==> src/rtl/rle_stream_encoder.sv <==
// Run-length encoder: turns a valid/ready stream of signed samples into
// (symbol, run-count) pairs with count saturation and an end-of-block flush.
module rle_stream_encoder #(
   parameter int unsigned DATA_W = 8,
   parameter int unsigned CNT_W  = 8
) (
   input  logic              clk,
   input  logic              rst_n,
   input  logic              in_valid,
   output logic              in_ready,
   input  logic [DATA_W-1:0] in_data,
   input  logic              in_last,
   output logic              out_valid,
   input  logic              out_ready,
   output logic [DATA_W-1:0] out_data,
   output logic [CNT_W-1:0]  out_count,
   output logic              out_last
);

   localparam logic [CNT_W-1:0] MAX_RUN = '1;
   localparam logic [CNT_W-1:0] ONE     = CNT_W'(1);

   typedef enum logic [1:0] {
      IDLE  = 2'd0,
      RUN   = 2'd1,
      FLUSH = 2'd2
   } state_t;

   state_t            state;
   logic [DATA_W-1:0] cur_sym;
   logic [DATA_W-1:0] pend_sym;
   logic [CNT_W-1:0]  cur_cnt;

   logic in_fire;
   logic out_free;
   logic same;
   logic sat;

   // Output register is free when empty or being drained this cycle.
   assign out_free = ~out_valid | out_ready;
   assign in_ready = (state != FLUSH) & out_free;
   assign in_fire  = in_valid & in_ready;
   assign same     = (in_data == cur_sym);
   assign sat      = (cur_cnt == MAX_RUN);

   always_ff @(posedge clk or negedge rst_n) begin
      if (!rst_n) begin
         state     <= IDLE;
         cur_sym   <= '0;
         cur_cnt   <= '0;
         pend_sym  <= '0;
         out_valid <= 1'b0;
         out_data  <= '0;
         out_count <= '0;
         out_last  <= 1'b0;
      end else begin
         // A load below overrides this clear when a new pair replaces the old.
         if (out_valid && out_ready) begin
            out_valid <= 1'b0;
         end

         case (state)
            IDLE: begin
               if (in_fire) begin
                  if (in_last) begin
                     out_valid <= 1'b1;
                     out_data  <= in_data;
                     out_count <= ONE;
                     out_last  <= 1'b1;
                  end else begin
                     cur_sym <= in_data;
                     cur_cnt <= ONE;
                     state   <= RUN;
                  end
               end
            end

            RUN: begin
               if (in_fire) begin
                  if (same && !sat && !in_last) begin
                     cur_cnt <= cur_cnt + ONE;
                  end else if (same && sat) begin
                     out_valid <= 1'b1;
                     out_data  <= cur_sym;
                     out_count <= MAX_RUN;
                     out_last  <= 1'b0;
                     cur_cnt   <= ONE;
                     if (in_last) begin
                        pend_sym <= in_data;
                        state    <= FLUSH;
                     end
                  end else if (same) begin
                     out_valid <= 1'b1;
                     out_data  <= cur_sym;
                     out_count <= cur_cnt + ONE;
                     out_last  <= 1'b1;
                     state     <= IDLE;
                  end else begin
                     out_valid <= 1'b1;
                     out_data  <= cur_sym;
                     out_count <= cur_cnt;
                     out_last  <= 1'b0;
                     if (in_last) begin
                        pend_sym <= in_data;
                        state    <= FLUSH;
                     end else begin
                        cur_sym <= in_data;
                        cur_cnt <= ONE;
                     end
                  end
               end
            end

            FLUSH: begin
               // Emit the pending single-sample closing run once there is room.
               if (out_free) begin
                  out_valid <= 1'b1;
                  out_data  <= pend_sym;
                  out_count <= ONE;
                  out_last  <= 1'b1;
                  state     <= IDLE;
               end
            end

            default: state <= IDLE;
         endcase
      end
   end

endmodule

==> config.mk <==
export PLATFORM = sky130hd
export DESIGN_NAME = rle_stream_encoder
export DESIGN_NICKNAME = d
export VERILOG_FILES = /design/src/rtl/rle_stream_encoder.sv
export SDC_FILE = /design/constraint.sdc
export NUM_CORES = 1
export LEC_CHECK = 0
export CAP_MARGIN = 20
export CORE_MARGIN = 1.5
export CORE_UTILIZATION = 28
export CTS_BUF_LIST = sky130_fd_sc_hd__clkbuf_4 sky130_fd_sc_hd__clkbuf_8
export CTS_CLUSTER_DIAMETER = 150
export DETAILED_ROUTE_END_ITERATION = 8
export GPL_ROUTABILITY_DRIVEN = 0
export GPL_TIMING_DRIVEN = 0
export REMOVE_ABC_BUFFERS = 1
export SLEW_MARGIN = 25
export SYNTH_ARGS = -nofsm -noshare
export SYNTH_HDL_FRONTEND = slang
export SYNTH_SLANG_ARGS = --single-unit
==> constraint.sdc <==
create_clock -name clk -period 2.65 [get_ports clk]
set_input_delay 0.265 -clock clk [delete_from_list [all_inputs] [get_ports clk]]
set_output_delay 0.265 -clock clk [all_outputs]
set_load 0.01 [all_outputs]
; ---- Word level (Yosys, flattened, before mapping)
; Index checks and enable logic that the tools add are counted.
[totals]
wordCells = 98
output_inout_bits = 19
register_bits = 44
[classes]
bitwise = 5
n_eq_ne = 15
muxes = 55
n_reduce_logical = 14
addsub = 1
[op_table]
columns = op, count
row1 = $mux W8, 27
row2 = $pmux W8 S3, 2
row3 = $pmux W8 S2, 2
row4 = $ne A2 B2 Y1 const B, 9
row5 = $mux W2, 8
row6 = $mux W1, 13
row7 = $reduce_and A6 Y1, 2
row8 = $add A8 B1 Y8 const B, 1
row9 = $eq A8 B8 Y1, 1
row10 = $eq A8 B8 Y1 const B, 1
row11 = $reduce_and A4 Y1, 2
row12 = $pmux W1 S3, 2
row13 = $pmux W2 S3, 1
row14 = $reduce_and A5 Y1, 1
row15 = $logic_and A1 B1 Y1, 4
row16 = $ne A4 B4 Y1 const B, 1
row17 = $reduce_bool A3 Y1, 1
row18 = $and A1 B1 Y1, 2
row19 = $eq A2 B1 Y1 const B, 1
row20 = $eq A2 B2 Y1 const B, 1
row21 = $logic_not A1 Y1, 2
row22 = $logic_not A2 Y1, 1
row23 = $ne A2 B1 Y1 const B, 1
row24 = $not A1 Y1, 2
row25 = 2 further kinds, 2

; ---- Longest topological paths before layout
; Gate-level depths: netlist of the first run.
[depth]
depth_word = 7
mapped_depth = 9
ltp_nobuf = 8

; ---- Worst setup path after synthesis of the first run
; OpenSTA, ideal clock, no wires.
[synth_path]
path_kind = register to register
start = reg state[0]
end = reg out_count[0]
t_required_ns = 2.523
setup_slack_ns = 0.406
path_buffers = 1
arrival_time_ns = 2.116
setup_time_ns = 0.127
path_stages_with_launch = 10
path_cell_list = dfrtp_1 > inv_1 > ha_1 > nor2b_1 > nand2_1 > a21o_1 > a221o_1 > nor2_4 > buf_6 > mux2_1
[synth_via]
elab_chain_cells = 5
word_cells_on_any_way = 14
[synth_lines]
columns = element, line
row1 = "start, declared", 29  ; state_t state;
row2 = "start signal, assigned", 48  ; state <= IDLE;
row3 = "start signal, assigned", 73  ; state <= RUN;
row4 = "start signal, assigned", 90  ; state <= FLUSH;
row5 = $ne A2 B2 Y1, 41  ; assign in_ready = (state != FLUSH) & out_free;
row6 = $and A1 B1 Y1, 41
row7 = $and A1 B1 Y1, 42  ; assign in_fire = in_valid & in_ready;
row8 = $ne A2 B2 Y1 (no source line), n/a
row9 = $reduce_and A6 Y1 (no source line), n/a
row10 = "end signal, assigned", 95  ; out_count <= cur_cnt + ONE;
row11 = "end signal, assigned", 101  ; out_count <= cur_cnt;
row12 = "end, declared", 16  ; output logic [CNT_W-1:0] out_count,
; Several ways; a longest one is shown, not always the timed one.
; A chain may end at the register's enable or synchronous reset.

; ---- Worst setup path after layout of the first run
[layout_path]
start = in in_data[4]
end = reg pend_sym[4]
[layout_via]
elab_chain_cells = 5
word_cells_on_any_way = 10
[layout_lines]
columns = element, line
row1 = "start, declared", 11  ; input logic [DATA_W-1:0] in_data,
row2 = "parallel branches: the longest is 5 deep, another holds $eq A8 B8 Y1", n/a
row3 = "end signal, assigned", 89  ; pend_sym <= in_data;
row4 = "end signal, assigned", 104  ; pend_sym <= in_data;
row5 = "end, declared", 31  ; logic [DATA_W-1:0] pend_sym;
; Parallel ways; which one is timed is not known. The select of a mux whose other input is x is not followed.

==> results.json, run 1 <==
{
  "status": "completed",
  "rr_startpoint": "state[0]$_DFFE_PN0P_",
  "ant_nets": 0,
  "coreArea_um2": 8340,
  "placed_area_um2": 2810,
  "syn_avg_cell_area_um2": 10.8,
  "finalInstanceArea_um2": 2940,
  "cts_root_buf": "clkbuf_8",
  "combPwrFrac_pct": 48.7,
  "worstMarginPinSlew_ns": 0.834,
  "worst_setup_path_end_kind": "flip-flop",
  "diodes": 0,
  "cts.sinks": 44,
  "power.leakage_uw": 0.00124,
  "area_delta_synth_final_pct": 20.9,
  "critPathKind": "primary input to flip-flop",
  "tns_ns": 0,
  "rsz0062_at_grt": "false",
  "drive_gt1_share_pct": 15.7,
  "ys_ff_latch": 44,
  "grt_use_total_pct": 12.9,
  "htree_num_levels": 2,
  "fin_crit_ns": 2.49,
  "clock_path_buffers": 2,
  "seq_power_share_pct": 36.6,
  "fin_skew_ns": 0.0130,
  "final_cell_mix": "dfrtp_1, clkdlybuf4s50_1, a21oi_1, nor2_1, mux2_1",
  "fmax_mhz": 401,
  "cts.clk_slew.worst_paths_ns": 0.07,
  "drt-pass1-iter-count": 4,
  "crit_required_ns": 2.83,
  "rows": 33,
  "clockPowerShare_pct": 14.7,
  "grt_pass1_wl_mm": 9.10,
  "holdCritPathClass": "flip-flop to flip-flop",
  "drt-total-wl_mm": 5.34,
  "via_count": 1823,
  "antenna_found_initial": 0,
  "slowest_delay_ns": 0.54,
  "relSlewSlack_pct": 44.4,
  "arrival_ns": 2.67,
  "final_common_cell": "dfrtp_1",
  "startpoint": "in_data[4]",
  "power_density_nw_per_um2": 976,
  "cts_tree": "yes",
  "grt_pass1_vias": 1837,
  "setup_violations": 0,
  "synth_flop_cell": "dfrtp_1",
  "hpwl_mm": 3.60,
  "seq_area_frac_synth_pct": 45.2,
  "die_w_um": 96.3,
  "cpMaxStageDelayCell": "clkdlybuf4s50_1",
  "netlist_area_um2": 2440,
  "viasPerCell": 5.06,
  "grt_start_max_net_pins": 45,
  "worstPathCellList": "clkdlybuf4s50_1 > xnor2_1 > nand4_1 > nor2_4 > and2_4 > or3_1 > mux2_4",
  "drc": 0,
  "ys_types": 45,
  "max_cap_violations": 0,
  "grt_overflow": 0,
  "cp_max_fo": 13,
  "start_util_pct": 29.2,
  "p_sw_uw": 1030,
  "synth-edff-count": 0,
  "drv_slew": 0,
  "hold_viol": 0,
  "die_y_um": 96.3,
  "routedWlPerCell_um": 14.8,
  "pin_count": 32,
  "vdd_drop_max_v": 0.000465,
  "p_sw_share_pct": 35.9,
  "worstHoldStart": "out_count[0]$_DFFE_PN0P_",
  "async_reset_ff_share_pct": 100,
  "min_period_over_period_pct": 94.1,
  "numPortBuffers": 31,
  "numCtsBuffers": 5,
  "drtIter0Drc": 80,
  "nets": 273,
  "die_area_um2": 9270,
  "synthCells": 225,
  "internal-power_uw": 1840,
  "start_kind": "primary input",
  "finalPower_uw": 2870,
  "fillers": 857,
  "ys_warn_count": 0,
  "clock_latency_ns": 0.30
}
-- cell usage after synthesis, types with 4 or more instances --
cell type | instances | area share, %
nor2b_1 | 4 | 1.0
clkbuf_1 | 7 | 1.1
nand2_1 | 13 | 2.0
mux2_1 | 13 | 6.0
mux2_2 | 10 | 4.6
inv_1 | 5 | 0.77
a22o_1 | 5 | 1.8
nor2_1 | 16 | 2.5
nand2b_1 | 4 | 1.0
a22oi_1 | 8 | 2.5
dfrtp_1 | 44 | 45
a21oi_1 | 16 | 3.3
ha_1 | 5 | 2.6
mux2_4 | 8 | 4.9
nor3_1 | 4 | 0.82
xnor2_1 | 8 | 2.9
o21ai_0 | 11 | 2.3
-- worst max-delay path, delay by kind of cell --
kind                      cells  cell delay [ns]
and+or+nand+nor               4             1.35
buffers and inverters         1             0.54
muxes                         1             0.35
xor gates and xnor gates      1             0.15
-- flip-flops by register name, indices dropped and copies added, names as in the netlist --
register and count:
out_valid 1, out_count 8, state 2, out_last 1, cur_sym 8, cur_cnt 8, pend_sym 8, out_data 8
-- layout make-up --
class	instances	area [um^2]	area share, %
repair buffers	34	345	11.7
multi-input cells	165	1270	43.0
clock buffers	6	76.3	2.59
inverters	5	18.8	0.637
clock inverters	1	5.00	0.170
flip-flops and latches	44	1100	37.4
well taps	105	131	4.46
-- timing repair --
action | 4_1_cts | 5_1_grt
pin swaps | 1 | 0
setup endpoints to repair | 32 | 12
resized for setup | 3 | 2
setup buffers | 2 | 0
hold endpoints to repair | 41 | 0
hold buffers | 1 | 0
-- power by group through the flow --
stage	clock (uW)	combinational, uW	sequential, uW
floorplan	0	873	1070
global placement	0	1320	1050
detailed placement	0	1340	1060
CTS	435	1430	1050
global route	461	1550	1090
finish	423	1400	1050
-- worst paths after layout --
kind	endpoint	slack, ns	cells past startpoint
max reg2reg	out_data[7]$_DFFE_PN0P_	0.17	9
min in group asynchronous	out_count[2]$_DFFE_PN0P_	0.50	2
min reg2reg	out_count[0]$_DFFE_PN0P_	0.49	1
max in group asynchronous	pend_sym[4]$_DFFE_PN0P_	1.75	2
min	out_count[0]$_DFFE_PN0P_	0.49	1
max	pend_sym[4]$_DFFE_PN0P_	0.16	7
-- per-layer routing --
metal	track usage, %	part of all wire [%]
met2	21.5	50
met3	2.69	4.1
met1	16.7	45
met5	0	0
met4	4.17	0.82
-- cell families after synthesis --
group,share of synthesized area (%)
flip-flops,45.2
adder cells (fa/ha/maj),2.57
AND/OR/NAND/NOR,13.7
multiplexers,16.4
AO/OA/AOI/OAI,15.2
buffers and inverters,3.44
XOR/XNOR,3.60
-- stage by stage --
stage                     utilization (%)  instances  worst slack (ns)  hold WS, ns
after floorplan                         -        214             0.277      -0.0306
after global placement               33.7        350            -0.496        0.468
after detailed placement             33.7        350            -0.500        0.312
after CTS                            35.2        360            0.0213        0.492
after global routing                 35.3        360            0.0359        0.516
final                                35.3        360             0.156        0.486
(Power assumes the default switching activity.)
==> run 2: changes to the inputs <==
--- a/config.mk
+++ b/config.mk
@@ -14,6 +14,7 @@
 export GPL_ROUTABILITY_DRIVEN = 0
 export GPL_TIMING_DRIVEN = 0
 export REMOVE_ABC_BUFFERS = 1
+export SKIP_LAST_GASP = 1
 export SLEW_MARGIN = 25
 export SYNTH_ARGS = -nofsm -noshare
 export SYNTH_HDL_FRONTEND = slang
==> results of run 2 <==
No change in the layout: final DEF, timing and power equal those of run 1.
==> run 3: changes to the inputs <==
--- a/config.mk
+++ b/config.mk
@@ -6,6 +6,7 @@
 export NUM_CORES = 1
 export LEC_CHECK = 0
 export CAP_MARGIN = 20
+export CORE_ASPECT_RATIO = 1.75
 export CORE_MARGIN = 1.5
 export CORE_UTILIZATION = 28
 export CTS_BUF_LIST = sky130_fd_sc_hd__clkbuf_4 sky130_fd_sc_hd__clkbuf_8
==> results.json, run 3 (synthesis gave the netlist of run 1 again) <==
{
  "final_util_pct": 36.4,
  "worstPathCellList": "inv_1 > ha_4 > nor2b_1 > nand2_2 > a21o_1 > a221o_1 > nor2_4 > buf_12 > mux2_1",
  "hpwl_mm": 3.90,
  "drt-total-wl_mm": 5.42,
  "rr_worst_depth": 9,
  "cpMaxStageDelayCell": "dfrtp_2",
  "final_cell_mix": "dfrtp_1, clkdlybuf4s50_1, a21oi_1, nor2_1, mux2_1",
  "die_w_um": 73.5,
  "grt_start_max_net_pins": 30,
  "holdCritPathClass": "primary input to asynchronous set/reset pin",
  "drv_slew": 0,
  "htree_num_levels": 2,
  "reg2reg_slack_ns": 0.20,
  "die_area_um2": 9290,
  "drt-pass1-iter-count": 4,
  "max_cap_violations": 0,
  "slowest_delay_ns": 0.43,
  "fin_skew_ns": 0.00994,
  "cts_root_buf": "clkbuf_8",
  "routedWlPerCell_um": 14.6,
  "clock_path_buffers": 2,
  "cp_max_fo": 14,
  "start_kind": "flip-flop",
  "diodes": 0,
  "numPortBuffers": 31,
  "worstMarginPinSlew_ns": 0.734,
  "coreArea_um2": 8370,
  "final_common_cell": "dfrtp_1",
  "vdd_drop_max_v": 0.000432,
  "grt_pass1_wl_mm": 9.22,
  "clock_latency_ns": 0.31,
  "numCtsBuffers": 5,
  "drive_gt1_share_pct": 17.1,
  "fin_hold_ws_ns": 0.422,
  "power_density_nw_per_um2": 1010,
  "cts.clk_slew.worst_paths_ns": 0.09,
  "tns_ns": 0,
  "cts.sinks": 44,
  "critPathKind": "flip-flop to flip-flop",
  "setup_ws_ns": 0.196,
  "grt_pass1_vias": 1887,
  "min_period_over_period_pct": 92.6,
  "fmax_mhz": 408,
  "crit_required_ns": 2.84,
  "area_delta_synth_final_pct": 25.1,
  "relSlewSlack_pct": 51.1,
  "nets": 274,
  "start_util_pct": 29.1,
  "fin_crit_ns": 2.45,
  "drc": 0,
  "grt_use_total_pct": 12.8,
  "cts_tree": "yes",
  "status": "completed",
  "die_y_um": 126,
  "antenna_found_initial": 0,
  "power.leakage_uw": 0.00127,
  "ant_nets": 0,
  "worst_setup_path_end_kind": "flip-flop",
  "pre_cts_ws_ns": -0.504,
  "grt_overflow": 0,
  "pin_count": 32,
  "drtIter0Drc": 79,
  "rows": 44,
  "rr_startpoint": "state[0]$_DFFE_PN0P_",
  "via_count": 1811,
  "r2r_end": "out_data[5]$_DFFE_PN0P_",
  "viasPerCell": 4.87,
  "hold_viol": 0,
  "setup_violations": 0,
  "arrival_ns": 2.65,
  "rsz0062_at_grt": "false"
}
## run 3: stage by stage
| stage | area (um^2) | total power (uW) | cells |
|---|---|---|---|
| global route | 3050 | 3300 | 372 |
| detailed placement | 2840 | 2400 | 361 |
| finish | 3050 | 3070 | 372 |
| CTS | 3020 | 3080 | 372 |
| global placement | 2830 | 2370 | 360 |
| floorplan | 2370 | 1950 | 214 |
## run 3: worst max-delay path: cells and delay by family (launching register included)
family / cells / cell delay (ns)
AND/OR/NAND/NOR: 3 / 0.52
adder cells (fa/ha/maj): 1 / 0.23
multiplexers: 1 / 0.33
flip-flops: 1 / 0.43
buffers and inverters: 2 / 0.26
AO/OA/AOI/OAI: 2 / 0.57
## run 3: power breakdown
group / internal [uW] / switching, uW
Sequential: 902 / 160
Combinational: 800 / 652
Clock: 309 / 247
Total: 2010 / 1060
## run 3: worst max path at each step
stage               slack, ns                       end                 start
floorplan                0.28   out_data[0]$_DFFE_PN0P_  state[0]$_DFFE_PN0P_
global placement        -0.53   pend_sym[4]$_DFFE_PN0P_            in_data[2]
detailed placement      -0.50   pend_sym[5]$_DFFE_PN0P_            in_data[5]
CTS                      0.03   pend_sym[2]$_DFFE_PN0P_            in_data[5]
global route             0.05  out_count[2]$_DFFE_PN0P_  state[0]$_DFFE_PN0P_
finish                   0.20   out_data[5]$_DFFE_PN0P_  state[0]$_DFFE_PN0P_
## run 3: final cells by class
class / count / area [um^2]
sequential: 44 / 1100
timing repair buffer: 35 / 375
clock buffer: 6 / 82.6
tap: 115 / 144
multi-input combinational: 165 / 1290
fill: 877 / 5320
inverter: 5 / 18.8
clock inverter: 2 / 38.8
## run 3: timing repair
item | CTS | global route
endpoints found under the setup margin | 32 | 23
resized for setup | 3 | 5
hold buffers | 1 | 0
pin swaps | 1 | 0
endpoints found under the hold margin | 15 | 0
setup buffers | 2 | 0
## run 3: layer usage
layer / vias to the layer above / GRT usage, % / wire length, um
met5: - / 0 / 0
met4: 0 / 5.66 / 152
met3: 10 / 2.62 / 143
met2: 31 / 22.6 / 2910
met1: 897 / 14.5 / 2220
li1: 873 / - / -
